--- src/rtl/axi_lite_pkg.sv ---
// Shared types and constants for the AXI-lite master and its bus interface.
// The package holds the master state encoding, the OKAY response code and the default bus widths.
package axi_lite_pkg;

    typedef enum logic [2:0] {
        IDLE,
        RD_ADDR,
        RD_DATA,
        WR_REQ,
        WR_RESP,
        RESP
    } state_t;

    localparam logic [2:0] RESP_OKAY = 3'b000;

    localparam int DEF_DATA_LEN  = 32;
    localparam int DEF_STORB_LEN = DEF_DATA_LEN / 8;
    localparam int DEF_ADDR_LEN  = 32;
    localparam int DEF_TIMEOUT   = 255;

endpackage

--- src/rtl/axi_lite_if.sv ---
// AXI-lite style bus between the master and the sram responder.
// It carries the AW, W, B, AR and R channels, with master and slave modports.
interface axi_lite_if
    import axi_lite_pkg::*;
#(
    parameter int DATA_LEN  = DEF_DATA_LEN,
    parameter int STORB_LEN = DEF_STORB_LEN,
    parameter int ADDR_LEN  = DEF_ADDR_LEN
);
    logic                 awvalid;
    logic                 awready;
    logic [ADDR_LEN-1:0]  waddr;
    logic                 wvalid;
    logic                 wready;
    logic [DATA_LEN-1:0]  wdata;
    logic [STORB_LEN-1:0] wstrob;
    logic                 bvalid;
    logic                 bready;
    logic [2:0]           bresp;
    logic                 arvalid;
    logic                 arready;
    logic [ADDR_LEN-1:0]  raddr;
    logic                 rvalid;
    logic                 rready;
    logic [DATA_LEN-1:0]  rdata;
    logic [2:0]           rresp;

    modport master (
        output awvalid, waddr, wvalid, wdata, wstrob, bready, arvalid, raddr, rready,
        input  awready, wready, bvalid, bresp, arready, rvalid, rdata, rresp
    );

    modport slave (
        input  awvalid, waddr, wvalid, wdata, wstrob, bready, arvalid, raddr, rready,
        output awready, wready, bvalid, bresp, arready, rvalid, rdata, rresp
    );

endinterface

--- src/rtl/axi_lite_master.sv ---
// Single-outstanding AXI-lite initiator: one CPU load/store becomes AR/R or AW/W/B handshakes.
// Define AXI_MASTER_TIMEOUT_EN to add the R/B timeout counter and to drain late responses while idle.
module axi_lite_master
    import axi_lite_pkg::*;
#(
    parameter int DATA_LEN       = DEF_DATA_LEN,
    parameter int STORB_LEN      = DEF_STORB_LEN,
    parameter int ADDR_LEN       = DEF_ADDR_LEN,
    parameter int TIMEOUT_CYCLES = DEF_TIMEOUT
)(
    input  logic                 clk,
    input  logic                 rst,
    input  logic                 req_valid,
    output logic                 req_ready,
    input  logic                 req_wen,
    input  logic [ADDR_LEN-1:0]  req_addr,
    input  logic [DATA_LEN-1:0]  req_wdata,
    input  logic [STORB_LEN-1:0] req_wstrob,
    output logic                 resp_valid,
    input  logic                 resp_ready,
    output logic [DATA_LEN-1:0]  resp_rdata,
    output logic                 resp_err,
    axi_lite_if.master           bus
);

    state_t state;
    logic   aw_done;
    logic   w_done;
    logic   aw_fin;
    logic   w_fin;

`ifdef AXI_MASTER_TIMEOUT_EN
    localparam int TO_W = ($clog2(TIMEOUT_CYCLES + 1) > 8) ? $clog2(TIMEOUT_CYCLES + 1) : 8;
    logic [TO_W-1:0] to_cnt;
    logic            to_hit;
    assign to_hit = (to_cnt == TO_W'(TIMEOUT_CYCLES - 1));
`endif

    // AW and W may complete in the same cycle or in any order.
    assign aw_fin    = aw_done | (bus.awvalid & bus.awready);
    assign w_fin     = w_done  | (bus.wvalid  & bus.wready);
    assign req_ready = (state == IDLE);

    always_ff @(posedge clk) begin
        if (rst) begin
            state       <= IDLE;
            aw_done     <= 1'b0;
            w_done      <= 1'b0;
            bus.awvalid <= 1'b0;
            bus.wvalid  <= 1'b0;
            bus.bready  <= 1'b0;
            bus.arvalid <= 1'b0;
            bus.rready  <= 1'b0;
            bus.waddr   <= '0;
            bus.raddr   <= '0;
            bus.wdata   <= '0;
            bus.wstrob  <= '0;
            resp_valid  <= 1'b0;
            resp_rdata  <= '0;
            resp_err    <= 1'b0;
`ifdef AXI_MASTER_TIMEOUT_EN
            to_cnt      <= '0;
`endif
        end else begin
            case (state)
                IDLE: begin
`ifdef AXI_MASTER_TIMEOUT_EN
                    bus.rready <= 1'b1;
                    bus.bready <= 1'b1;
`endif
                    if (req_valid) begin
                        bus.raddr  <= req_addr;
                        bus.waddr  <= req_addr;
                        bus.wdata  <= req_wdata;
                        bus.wstrob <= req_wstrob;
                        bus.rready <= 1'b0;
                        bus.bready <= 1'b0;
                        if (req_wen) begin
                            bus.awvalid <= 1'b1;
                            bus.wvalid  <= 1'b1;
                            state       <= WR_REQ;
                        end else begin
                            bus.arvalid <= 1'b1;
                            state       <= RD_ADDR;
                        end
                    end
                end
                RD_ADDR: begin
                    if (bus.arready) begin
                        bus.arvalid <= 1'b0;
                        bus.rready  <= 1'b1;
                        state       <= RD_DATA;
`ifdef AXI_MASTER_TIMEOUT_EN
                        to_cnt      <= '0;
`endif
                    end
                end
                RD_DATA: begin
                    if (bus.rvalid) begin
                        resp_rdata <= bus.rdata;
                        resp_err   <= (bus.rresp != RESP_OKAY);
                        bus.rready <= 1'b0;
                        resp_valid <= 1'b1;
                        state      <= RESP;
`ifdef AXI_MASTER_TIMEOUT_EN
                    end else if (to_hit) begin
                        resp_rdata <= '0;
                        resp_err   <= 1'b1;
                        bus.rready <= 1'b0;
                        resp_valid <= 1'b1;
                        state      <= RESP;
                    end else begin
                        to_cnt <= to_cnt + 1'b1;
`endif
                    end
                end
                WR_REQ: begin
                    if (bus.awvalid && bus.awready) begin
                        bus.awvalid <= 1'b0;
                        aw_done     <= 1'b1;
                    end
                    if (bus.wvalid && bus.wready) begin
                        bus.wvalid <= 1'b0;
                        w_done     <= 1'b1;
                    end
                    if (aw_fin && w_fin) begin
                        aw_done    <= 1'b0;
                        w_done     <= 1'b0;
                        bus.bready <= 1'b1;
                        state      <= WR_RESP;
`ifdef AXI_MASTER_TIMEOUT_EN
                        to_cnt     <= '0;
`endif
                    end
                end
                WR_RESP: begin
                    if (bus.bvalid) begin
                        resp_rdata <= '0;
                        resp_err   <= (bus.bresp != RESP_OKAY);
                        bus.bready <= 1'b0;
                        resp_valid <= 1'b1;
                        state      <= RESP;
`ifdef AXI_MASTER_TIMEOUT_EN
                    end else if (to_hit) begin
                        resp_rdata <= '0;
                        resp_err   <= 1'b1;
                        bus.bready <= 1'b0;
                        resp_valid <= 1'b1;
                        state      <= RESP;
                    end else begin
                        to_cnt <= to_cnt + 1'b1;
`endif
                    end
                end
                RESP: begin
                    if (resp_ready) begin
                        resp_valid <= 1'b0;
                        state      <= IDLE;
                    end
                end
                default: state <= IDLE;
            endcase
        end
    end

endmodule

--- src/flat_wrapper.sv ---
// flat-port wrapper written by rule: the top's interface ports become plain ports
module axi_lite_master_flat import axi_lite_pkg::*;
#(
    parameter int DATA_LEN       = DEF_DATA_LEN,
    parameter int STORB_LEN      = DEF_STORB_LEN,
    parameter int ADDR_LEN       = DEF_ADDR_LEN,
    parameter int TIMEOUT_CYCLES = DEF_TIMEOUT
)
  (clk, rst, req_valid, req_ready, req_wen, req_addr, req_wdata, req_wstrob, resp_valid, resp_ready, resp_rdata, resp_err, bus_awvalid, bus_waddr, bus_wvalid, bus_wdata, bus_wstrob, bus_bready, bus_arvalid, bus_raddr, bus_rready, bus_awready, bus_wready, bus_bvalid, bus_bresp, bus_arready, bus_rvalid, bus_rdata, bus_rresp);
  axi_lite_if #(.DATA_LEN(DATA_LEN), .STORB_LEN(STORB_LEN), .ADDR_LEN(ADDR_LEN)) bus_i ();
  input  logic clk;
  input  logic rst;
  input  logic req_valid;
  output logic req_ready;
  input  logic req_wen;
  input  logic [ADDR_LEN-1:0] req_addr;
  input  logic [DATA_LEN-1:0] req_wdata;
  input  logic [STORB_LEN-1:0] req_wstrob;
  output logic resp_valid;
  input  logic resp_ready;
  output logic [DATA_LEN-1:0] resp_rdata;
  output logic resp_err;
  output wire logic [$bits(bus_i.awvalid)-1:0] bus_awvalid;
  output wire logic [$bits(bus_i.waddr)-1:0] bus_waddr;
  output wire logic [$bits(bus_i.wvalid)-1:0] bus_wvalid;
  output wire logic [$bits(bus_i.wdata)-1:0] bus_wdata;
  output wire logic [$bits(bus_i.wstrob)-1:0] bus_wstrob;
  output wire logic [$bits(bus_i.bready)-1:0] bus_bready;
  output wire logic [$bits(bus_i.arvalid)-1:0] bus_arvalid;
  output wire logic [$bits(bus_i.raddr)-1:0] bus_raddr;
  output wire logic [$bits(bus_i.rready)-1:0] bus_rready;
  input wire logic [$bits(bus_i.awready)-1:0] bus_awready;
  input wire logic [$bits(bus_i.wready)-1:0] bus_wready;
  input wire logic [$bits(bus_i.bvalid)-1:0] bus_bvalid;
  input wire logic [$bits(bus_i.bresp)-1:0] bus_bresp;
  input wire logic [$bits(bus_i.arready)-1:0] bus_arready;
  input wire logic [$bits(bus_i.rvalid)-1:0] bus_rvalid;
  input wire logic [$bits(bus_i.rdata)-1:0] bus_rdata;
  input wire logic [$bits(bus_i.rresp)-1:0] bus_rresp;
  assign bus_awvalid = bus_i.awvalid;
  assign bus_waddr = bus_i.waddr;
  assign bus_wvalid = bus_i.wvalid;
  assign bus_wdata = bus_i.wdata;
  assign bus_wstrob = bus_i.wstrob;
  assign bus_bready = bus_i.bready;
  assign bus_arvalid = bus_i.arvalid;
  assign bus_raddr = bus_i.raddr;
  assign bus_rready = bus_i.rready;
  assign bus_i.awready = bus_awready;
  assign bus_i.wready = bus_wready;
  assign bus_i.bvalid = bus_bvalid;
  assign bus_i.bresp = bus_bresp;
  assign bus_i.arready = bus_arready;
  assign bus_i.rvalid = bus_rvalid;
  assign bus_i.rdata = bus_rdata;
  assign bus_i.rresp = bus_rresp;
  axi_lite_master #(.DATA_LEN(DATA_LEN), .STORB_LEN(STORB_LEN), .ADDR_LEN(ADDR_LEN), .TIMEOUT_CYCLES(TIMEOUT_CYCLES)) u_core (.clk(clk), .rst(rst), .req_valid(req_valid), .req_ready(req_ready), .req_wen(req_wen), .req_addr(req_addr), .req_wdata(req_wdata), .req_wstrob(req_wstrob), .resp_valid(resp_valid), .resp_ready(resp_ready), .resp_rdata(resp_rdata), .resp_err(resp_err), .bus(bus_i));
endmodule
--- config.mk ---
export PLATFORM = sky130hd
export DESIGN_NAME = axi_lite_master_flat
export DESIGN_NICKNAME = d
export VERILOG_FILES = /design/src/rtl/axi_lite_pkg.sv /design/src/rtl/axi_lite_if.sv /design/src/rtl/axi_lite_master.sv /design/src/flat_wrapper.sv
export SDC_FILE = /design/constraint.sdc
export NUM_CORES = 1
export LEC_CHECK = 0
export BUFFER_PORTS_ARGS = -buffer_cell sky130_fd_sc_hd__buf_2
export CAP_MARGIN = 10
export CELL_PAD_IN_SITES_DETAIL_PLACEMENT = 1
export CELL_PAD_IN_SITES_GLOBAL_PLACEMENT = 2
export CORE_AREA = 10 10 147 149
export DETAILED_ROUTE_END_ITERATION = 8
export DIE_AREA = 0 0 157 159
export HOLD_SLACK_MARGIN = 0.06
export PLACE_DENSITY_LB_ADDON = 0.1
export SETUP_SLACK_MARGIN = 0.1
export SKIP_LAST_GASP = 1
export SYNTH_ARGS = -nofsm -noshare
export SYNTH_HDL_FRONTEND = slang
export SYNTH_SLANG_ARGS = --single-unit
--- constraint.sdc ---
create_clock -name clk -period 3.4 [get_ports clk]
set_input_delay 0.34 -clock clk [delete_from_list [all_inputs] [get_ports clk]]
set_output_delay 0.34 -clock clk [all_outputs]
set_load 0.1 [all_outputs]
# Word level (Yosys, flattened, before mapping)

Index checks and enable logic that the tools add are counted.

Register bits after elaboration: 112
Output and inout port bits: 140
Input bits: 116
Logic and storage cells: 97

Multiplexer cells: 39
Bitwise logic cells: 4
Equality and inequality tests: 15
Reductions and logical operators: 25

Operator list:

| cell                                                   | number |
|---|---|
| two-way mux 32 bit                                     | 2 |
| case mux 32 bit (2 select lines)                       | 1 |
| AND reduction 4 bit                                    | 6 |
| two-way mux 1 bit                                      | 21 |
| two-way mux 3 bit                                      | 6 |
| case mux 3 bit (6 select lines)                        | 1 |
| nonzero test 3 bit                                     | 5 |
| inequality test 2 bit (second input constant)          | 6 |
| nonzero test 2 bit                                     | 5 |
| case mux 1 bit (3 select lines)                        | 3 |
| inequality test 2 x 1 -> 1 bit (second input constant) | 4 |
| case mux 1 bit (2 select lines)                        | 4 |
| equality test 3 x 2 -> 1 bit (second input constant)   | 2 |
| equality test 3 bit (second input constant)            | 2 |
| AND reduction 2 bit                                    | 3 |
| AND reduction 6 bit                                    | 1 |
| equality test 3 x 1 -> 1 bit (second input constant)   | 1 |
| logical AND 1 bit                                      | 3 |
| zero test 3 bit                                        | 1 |
| AND reduction 3 bit                                    | 1 |
| bitwise AND 1 bit                                      | 2 |
| two-way mux 2 bit                                      | 1 |
| OR 1 bit                                               | 2 |

# Depth between registers and ports, before layout

Gate-level depths: netlist (run 1).

Word-level depth: 5
Depth in mapped cells: 7
Depth with buffers taken out: 4

# Least setup slack after synthesis (run 1)

OpenSTA, ideal clock, no wires.

Kind: reg-to-output
From: reg u_core.state[0]
To: out req_ready
Arrival time: 2.836 ns
Data required time: 3.060 ns
Stages on the path, launching flop included: 4
Path slack: 0.224 ns
Buffers on the path: 2
Cells stage by stage: dfxtp_1 clkbuf_1 buf_1 nor3_1

Cells in the longest elaborated chain, start to end: 1

RTL lines:

| item                     | line                  | source |
|---|---|---|
| start: declaration       | axi_lite_master.sv:26 | `state_t state;` |
| start signal: assignment | axi_lite_master.sv:46 | `state <= IDLE;` |
| start signal: assignment | axi_lite_master.sv:81 | `state <= WR_REQ;` |
| start signal: assignment | axi_lite_master.sv:84 | `state <= RD_ADDR;` |
| zero test 3 bit          | axi_lite_master.sv:42 | `assign req_ready = (state == IDLE);` |
| end: declaration         | flat_wrapper.sv:14    | `output logic req_ready;` |

No other way between the ends.

# Worst setup path after layout (run 1)

From: reg u_core.state[2]
To: reg u_core.bus.wdata[17]

Cells in the longest elaborated chain, start to end: 2

RTL lines:

| item                          | line                  | source |
|---|---|---|
| zero test 3 bit               | axi_lite_master.sv:65 | `case (state)` |
| AND reduction 2 bit (no line) | n/a                   |  |
| end signal: assignment        | axi_lite_master.sv:74 | `bus.wdata <= req_wdata;` |
| end: declaration              | axi_lite_if.sv:29     | `output awvalid, waddr, wvalid, wdata, wstrob, bready, arvalid, raddr, rready,` |

No other way between the ends.
A chain may end at the register's enable or synchronous reset.

==> results of run 1 <==
## registers in the layout, indices dropped and copies added (netlist names)
signal / cells
u_core.bus.arvalid: 1
u_core.aw_done: 1
u_core.bus.rready: 1
u_core.bus.raddr: 32
u_core.bus.wstrob: 4
u_core.w_done: 1
u_core.resp_valid: 1
u_core.resp_rdata: 32
u_core.bus.wdata: 32
u_core.resp_err: 1
u_core.state: 3
u_core.bus.awvalid: 1
u_core.bus.wvalid: 1
u_core.bus.bready: 1
## report_power, final
part	internal [mW]	leakage, nW	switching [mW]
logic	0.482	1.66	2.80
registers	1.54	0.914	0.153
clock network	0.685	0.158	0.490
total	2.70	2.73	3.44
## logic make-up (layout without fill, tap and decap cells)
logic type | count (synthesis) | after routing | synth area share [%]
simple gates | 240 | 240 | 23.07
other cells | 0 | 1 | 0
buf+inv | 78 | 279 | 9.980
compound gates | 126 | 126 | 15.63
flops | 112 | 112 | 51.10
mux | 1 | 1 | 0.2281
## through the flow
stage	setup slack (ns)	util (%)
after floorplan	0.2244	-
after global placement	1.126	30.07
after detailed placement	1.075	30.07
after CTS	1.066	31.85
after global routing	0.9493	31.86
final	1.092	31.86
## synth_stat cells (2+ instances only)
cell      count
nand2b_1      2
a211oi_1      2
buf_6         2
inv_1         2
nor2_1        9
or4b_1        2
nand2_1     176
buf_2         8
a31oi_1       3
o21ai_0       4
nand3_1      33
nor3_1        7
buf_4        32
a211o_1       2
nand3b_1      2
a21oi_1     106
dfxtp_1     112
clkbuf_1     33
## cell type report
cell class	count	share of cell area (%)
multi-input cells	367	28.96
clock inverters	4	1.289
diodes	1	0.04227
repair buffers	262	22.49
well taps	234	4.946
clock buffers	11	4.270
inverters	2	0.1268
flip-flops and latches	112	37.88
## worst paths after layout
path / cells after the start / from / endpoint
setup / recovery: 4 / u_core.state[2]$_SDFFE_PP0P_ / u_core.bus.wdata[17]$_SDFFE_PP0P_
hold / removal: 2 / resp_ready / u_core.resp_valid$_SDFFE_PP0P_
setup reg to reg: 4 / u_core.state[2]$_SDFFE_PP0P_ / u_core.bus.wdata[17]$_SDFFE_PP0P_
hold reg to reg: 2 / u_core.bus.wdata[7]$_SDFFE_PP0P_ / u_core.bus.wdata[7]$_SDFFE_PP0P_
## per-layer routing
| metal | GRT usage (%) | up-vias | part of all wire, % | wire length (microns) |
|---|---|---|---|---|
| met1 | 14.56 | 2065 | 41 | 7031 |
| met5 | 0 | - | 0.076 | 13 |
| met2 | 22.13 | 151 | 47 | 8111 |
| li1 | - | 2202 | - | - |
| met4 | 4.936 | 2 | 1.7 | 294 |
| met3 | 5.154 | 16 | 10 | 1735 |
==> impl_metrics.json, run 1 <==
{
  "fin_tns_setup_ns": 0,
  "cp_cell_sequence": "or4b_2 > buf_4 > nand2_1 > a21oi_1",
  "hpwl_microns": 12810,
  "syn_inst": 557,
  "ys_warn_count": 0,
  "crit_fanout": 47,
  "post_cts_resized": 0,
  "regArea_sq_um": 2242,
  "holdBufCountCts": 0,
  "vias_per_cell": 4.467,
  "start_kind": "flop",
  "setup_viol": 0,
  "status": "completed",
  "rsz0062_at_grt": "false",
  "finClkSkew_ns": 0.008036,
  "ys_seq_elements": 112,
  "slew_viol_final": 0,
  "critPathSlowestCell": "or4b_2",
  "clk_pin_slew_ns": 0.07,
  "gp_congestion": 0.6990,
  "vias": 4436,
  "drtAntennaViolNets": 0,
  "row_count": 50,
  "fmax_mhz": 433.3,
  "drv_cap": 0,
  "fill_cells": 2315,
  "netlist.area_leader.share_pct": 51.10,
  "syn_avg_cell_area_sq_um": 7.878,
  "multi_input_area_sq_um": 1714,
  "cp_top_family": "simple AND/OR/NAND/NOR gates",
  "synth.area.top_cells": "dfxtp_1 51%, nand2_1 15%, a21oi_1 12%, buf_4 5.5%, nand3_1 3.8%",
  "htreeDepth": 3,
  "synth_edf_count": 0,
  "tritoncts": "yes",
  "critical_path_arrival_ns": 2.52,
  "post_dp_cell_area_sq_um": 5588,
  "die_h_microns": 159,
  "grt_first_pass_wirelength_microns": 26140,
  "drc_errors": 0,
  "grt_max_degree": 75,
  "final_common_cell": "buf_2",
  "dr.first_iter.drc_count": 146,
  "grt_overflow": 0,
  "slew_headroom_pct": 46.04,
  "vdd_drop_max_uv": 261.9,
  "tightest_slew_ns": 0.8094,
  "grt_use_total_pct": 13.16,
  "synth_nets": 673,
  "dp.cells": 977,
  "syn2layout_area_growth_pct": 34.90,
  "routed_wl_microns": 17190,
  "postCtsSetupBuffers": 0,
  "layoutNonFillerInstCount": 993,
  "ios": 256,
  "start_util_pct": 23.62,
  "drive_gt1_share_pct": 37.60,
  "period_share_pct": 67.88,
  "power_density_nw_per_um2": 1038,
  "end_kind": "flop",
  "power_mw": 6.143,
  "firstDrtPassIters": 4,
  "clk_latency_ns": 0.35,
  "finalWorstPathRequiredPeriod_ns": 2.308,
  "grt_pass1_vias": 4667,
  "synth_cell_types": 38,
  "antenna_found_initial": 3,
  "io_buffers": 255,
  "die-area_sq_um": 24960,
  "syn_area_sq_um": 4388,
  "avgRoutedWirePerCell_microns": 17.31,
  "fp.dieW_microns": 157,
  "layout_common_cells": "254 x buf_2, 176 x nand2_1, 112 x dfxtp_1",
  "nNetsFinal": 870,
  "synthFlopType": "dfxtp_1",
  "cts_buffers": 9,
  "clkSinkCount": 112,
  "p_leak_nw": 2.729,
  "worst-path-buf-inv": 1,
  "yosysTopAreaCell": "dfxtp_1",
  "whs_ns": 0.2032,
  "design_area_sq_um": 5919,
  "critPathMaxStageDelay_ns": 1.03,
  "r2r_slack_ns": 1.09,
  "hold_viol": 0,
  "async_flop_share_pct": 0,
  "yosysSeqAreaShare_pct": 51.10,
  "critPathRequiredTime_ns": 3.61,
  "core_area_sq_um": 18580,
  "crit_type": "flop to flop",
  "clockBufferDepth": 2,
  "cts-root-buf": "clkbuf_16",
  "hold_class": "input pin to flop"
}
Note: power is estimated with default switching activity, not from simulation.
==> inputs of run 2 (changes only) <==
Settings changed: CORE_AREA 10 10 147 149 to 10 10 153 155, DIE_AREA 0 0 157 159 to 0 0 163 165.
Clock period 3.4 ns to 2.2 ns, I/O delays scaled along.
==> run 2 against run 1 <==
  * Maximum frequency grew 26%
  * Critical path type unchanged
  * Sequential cell count is the same
  * Wire length grew 1.5%
  * Highest routed layer is now met4
  * Setup slack lost 0.72 ns
  * Global-route usage shrank 0.62 points
==> impl_metrics.json, run 2 (same netlist as run 1, synthesis figures left out) <==
{
  "vias_per_cell": 4.353,
  "intPower_mw": 3.990,
  "finalWorstPathRequiredPeriod_ns": 1.828,
  "sw_frac_of_total_pct": 57.50,
  "crit_type": "flop to flop",
  "post_cts_resized": 0,
  "avgRoutedWirePerCell_microns": 16.78,
  "power_frac_comb_pct": 55.2,
  "grt_use_total_pct": 12.54,
  "p_sw_mw": 5.398,
  "routed_wl_microns": 17450,
  "grt_first_pass_wirelength_microns": 26830,
  "finClkSkew_ns": 0.007675,
  "fp.dieW_microns": 163,
  "clkPwrFrac_pct": 16.9,
  "grt_pass1_vias": 4789,
  "postCtsSetupBuffers": 0,
  "worst-path-buf-inv": 1,
  "start_util_pct": 21.76,
  "fin_ws_ns": 0.3719,
  "seqPwrFrac_pct": 28.0,
  "cts-root-buf": "clkbuf_16",
  "firstDrtPassIters": 4,
  "start_kind": "flop",
  "fmax_mhz": 547.0,
  "drive_gt1_share_pct": 38.49,
  "vdd_drop_max_uv": 575.1,
  "power_density_nw_per_um2": 1559,
  "setup_viol": 0,
  "die_h_microns": 165,
  "critPathMaxStageDelay_ns": 0.79,
  "vias": 4527,
  "status": "completed",
  "drc_errors": 0,
  "core_area_sq_um": 20170,
  "drtAntennaViolNets": 0,
  "clockBufferDepth": 2,
  "row_count": 52,
  "hold_viol": 0,
  "final_common_cell": "buf_2",
  "tightest_slew_ns": 0.7955,
  "slew_viol_final": 0,
  "die-area_sq_um": 26900,
  "tritoncts": "yes",
  "nNetsFinal": 880,
  "whs_ns": 0.07604,
  "drv_cap": 0,
  "grt_max_degree": 73,
  "period_share_pct": 83.10,
  "r2r_slack_ns": 0.37,
  "syn2layout_area_growth_pct": 37.24,
  "rsz0062_at_grt": "false",
  "cp_cell_sequence": "or4b_2 > buf_12 > nand2_1 > a21oi_1",
  "cp_top_family": "simple AND/OR/NAND/NOR gates",
  "place_ws_ns": 0.3861,
  "p_leak_nw": 2.762,
  "ios": 256,
  "htreeDepth": 3,
  "end_kind": "flop",
  "fin_tns_setup_ns": 0,
  "clk_pin_slew_ns": 0.07,
  "clk_latency_ns": 0.36,
  "cts_buffers": 9,
  "hpwl_microns": 13410,
  "io_buffers": 255,
  "clkSinkCount": 112,
  "dr.first_iter.drc_count": 152,
  "antenna_found_initial": 1,
  "critPathSlowestCell": "or4b_2",
  "slew_headroom_pct": 46.97,
  "crit_fanout": 62,
  "hold_class": "input pin to flop",
  "grt_overflow": 0,
  "gp_congestion": 0.7422,
  "critical_path_arrival_ns": 2.03,
  "layout_common_cells": "254 x buf_2, 176 x nand2_1, 112 x dfxtp_1",
  "reg_top3": "u_core.bus.raddr: 32 flops, u_core.bus.wdata: 32 flops, u_core.resp_rdata: 32 flops",
  "critPathRequiredTime_ns": 2.41
}
run 2: changes by cell type in the layout (fill, tap and decap cells not counted), sizes merged:
cell / before / now
buf: 262 / 271
dlygate4sd3: 0 / 1
clkinv: 0 / 4
bufinv: 2 / 0
clkinvlp: 1 / 2
clkbuf: 11 / 9
run 2: worst paths after layout:
check                                    start                                end  cells past startpoint
max               u_core.state[2]$_SDFFE_PP0P_   u_core.bus.raddr[9]$_SDFFE_PP0P_                      4
min                                 resp_ready     u_core.resp_valid$_SDFFE_PP0P_                      2
max reg2reg       u_core.state[2]$_SDFFE_PP0P_   u_core.bus.raddr[9]$_SDFFE_PP0P_                      4
min reg2reg  u_core.resp_rdata[5]$_SDFFE_PP0P_  u_core.resp_rdata[5]$_SDFFE_PP0P_                      2
run 2: layer usage:
layer	GRT usage [%]	share of wire, %	vias to the layer above
met5	0	0	-
met4	5.328	2.0	0
li1	-	-	2230
met2	21.04	48	157
met3	5.502	10	17
met1	13.53	40	2123
run 2: timing repair:
item / in CTS / in global routing
endpoints found under the setup margin: 0 / 0
hold buffers: 1 / 0
hold endpoints to repair: 1 / 0
run 2: through the flow:
stage | area (sq um) | power (mW) | instances | util (%)
after detailed placement | 5737 | 7.941 | 1022 | 28.44
after floorplan | 4399 | 7.035 | 557 | -
after CTS | 6020 | 9.561 | 1039 | 29.84
final | 6022 | 9.388 | 1040 | 29.86
after global routing | 6020 | 9.877 | 1039 | 29.84
after global placement | 5737 | 7.890 | 1022 | 28.44
run 2: power by group through the flow:
| stage | Combinational (mW) | Sequential (mW) | Clock (mW) |
|---|---|---|---|
| finish | 5.18 | 2.63 | 1.58 |
| global route | 5.47 | 2.68 | 1.72 |
| CTS | 5.26 | 2.64 | 1.66 |
| detailed placement | 5.26 | 2.68 | 0 |
| global placement | 5.23 | 2.66 | 0 |
| floorplan | 2.08 | 4.95 | 0 |
run 2: worst reg2reg max path: stages, from the launching register on:
cell,delay (ns)
dfxtp_1,0.43
or4b_2,0.79
buf_12,0.24
nand2_1,0.16
a21oi_1,0.07
run 2: cell type report:
cell class	count	area, sq um
clock buffers	9	225.2
well taps	270	337.8
fillers	2540	14150
flip-flops and latches	112	2242
inverters	2	7.507
multi-input cells	367	1725
repair buffers	272	1434
diodes	1	2.502
clock inverters	7	47.55
==> inputs of run 3 (changes only) <==
Clock period 2.2 ns to 1.75 ns, I/O delays scaled along.
==> run 3 against run 2 <==
  * First-iteration DRC count up 28%
  * Design area up 17%
  * Sequential cell count unchanged
  * Maximum frequency up 16%
  * Via count up 7.3%
  * Die area unchanged
  * Critical path type unchanged
  * Largest cell class is now buffers
  * Largest power group unchanged
  * Highest routed layer unchanged
==> impl_metrics.json, run 3 (same netlist as run 1, synthesis figures left out) <==
{
  "status": "completed",
  "grt_use_total_pct": 13.36,
  "fin_ws_ns": 0.1677,
  "routed_wl_microns": 18410,
  "power_density_nw_per_um2": 1750,
  "hpwl_microns": 13400,
  "grt_max_degree": 53,
  "post_dp_cell_area_sq_um": 5802,
  "clk_pin_slew_ns": 0.08,
  "whs_ns": 0.07566,
  "drive_gt1_share_pct": 35.34,
  "die-area_sq_um": 26900,
  "htreeDepth": 3,
  "tritoncts": "yes",
  "grt_first_pass_wirelength_microns": 29030,
  "drc_errors": 0,
  "clockBufferDepth": 2,
  "grt_overflow": 0,
  "ios": 256,
  "setup_viol": 0,
  "diodes": 0,
  "grt_pass1_vias": 5347,
  "min_from": "bus_rdata[20]",
  "design_area_sq_um": 7047,
  "cp_cell_sequence": "buf_4 > nor4b_1 > a31o_2 > o21ba_2 > o311ai_0",
  "hold_viol": 0,
  "row_count": 52,
  "finalWorstPathRequiredPeriod_ns": 1.582,
  "antenna_found_initial": 1,
  "gp_congestion": 0.7437,
  "dr.first_iter.drc_count": 195,
  "clk_latency_ns": 0.35,
  "crit_type": "flop to flop",
  "drtAntennaViolNets": 0,
  "end_kind": "flop",
  "start_util_pct": 21.76,
  "fin_tns_setup_ns": 0,
  "hold_class": "input pin to flop",
  "min_path_cells": 3,
  "critPathRequiredTime_ns": 2.00,
  "p_leak_nw": 3.207,
  "regArea_sq_um": 2245,
  "reg2reg_depth": 5,
  "vias": 4857,
  "dp.cells": 1027,
  "finClkSkew_ns": 0.006353,
  "reg_top3": "u_core.bus.raddr: 32 flops, u_core.bus.wdata: 32 flops, u_core.resp_rdata: 32 flops",
  "place_ws_ns": 0.1168,
  "layout_common_cells": "253 x buf_2, 176 x nand2_1, 110 x dfxtp_1",
  "fill_cells": 2468,
  "nNetsFinal": 974,
  "core_area_sq_um": 20170,
  "syn2layout_area_growth_pct": 60.59,
  "start_kind": "flop",
  "vias_per_cell": 4.287,
  "setup.worst_path.start": "u_core.state[0]$_SDFFE_PP0P_",
  "slew_viol_final": 0,
  "cts-root-buf": "clkbuf_16",
  "period_share_pct": 90.41,
  "clkSinkCount": 112,
  "slew_headroom_pct": 65.07,
  "crit_fanout": 5,
  "tightest_slew_ns": 0.5240,
  "layoutNonFillerInstCount": 1133,
  "critPathMaxStageDelay_ns": 0.38,
  "fmax_mhz": 632.0,
  "die_h_microns": 165,
  "firstDrtPassIters": 4,
  "multi_input_area_sq_um": 1733,
  "rsz0062_at_grt": "true",
  "avgRoutedWirePerCell_microns": 16.25,
  "r2r-start": "u_core.state[0]$_SDFFE_PP0P_",
  "io_buffers": 255,
  "fp.dieW_microns": 163,
  "drv_cap": 0,
  "cts_buffers": 9,
  "critPathSlowestCell": "nor4b_1",
  "critical_path_arrival_ns": 1.83,
  "final_common_cell": "buf_2",
  "vdd_drop_max_uv": 731.9
}
-- run 3: stage by stage --
stage | utilization (%) | power [mW]
after floorplan | - | 8.850
final | 34.94 | 12.33
after detailed placement | 28.77 | 10.06
after CTS | 34.71 | 12.45
after global routing | 34.94 | 12.98
after global placement | 28.77 | 9.988
-- run 3: cell type report --
cell class | count | share of cell area (%)
repair buffers | 366 | 34.32
multi-input cells | 367 | 24.59
clock inverters | 6 | 0.9411
inverters | 2 | 0.1065
clock buffers | 10 | 3.391
flip-flops and latches | 112 | 31.85
well taps | 270 | 4.794
-- run 3: layer usage --
| metal | track usage (%) | part of all wire, % |
|---|---|---|
| met2 | 23.93 | 51 |
| met5 | 0 | 0 |
| met1 | 14.43 | 39 |
| met4 | 3.607 | 1.2 |
| met3 | 5.078 | 8.0 |
-- run 3: what timing repair did --
item,in CTS,in global routing
hold buffers,89,0
endpoints found under the hold margin,89,0
endpoints found under the setup margin,4,91
pin swaps,0,1
setup buffers,0,1
gates resized for setup,1,8
cloned,0,0
-- run 3: report_power, final --
part	total (mW)	leakage [nW]	switching, mW	internal [mW]
registers	3.26	0.914	0.270	2.99
logic	6.91	2.14	5.58	1.34
clock network	2.16	0.153	0.995	1.16
total	12.3	3.21	6.84	5.49
-- run 3: path summary, 6_finish.rpt --
check | to | slack, ns
setup reg to reg | u_core.state[0]$_SDFFE_PP0P_ | 0.17
setup / recovery | u_core.state[0]$_SDFFE_PP0P_ | 0.17
hold reg to reg | u_core.resp_rdata[0]$_SDFFE_PP0P_ | 0.45
hold / removal | u_core.resp_rdata[20]$_SDFFE_PP0P_ | 0.08
-- run 3: worst max-delay path: cells and delay by family, from the launching register on --
| kind | cells | cell delay, ns |
|---|---|---|
| and+or+nand+nor | 1 | 0.38 |
| AOI/OAI and AO/OA | 3 | 0.60 |
| DFF | 1 | 0.34 |
| buffers and inverters | 1 | 0.16 |
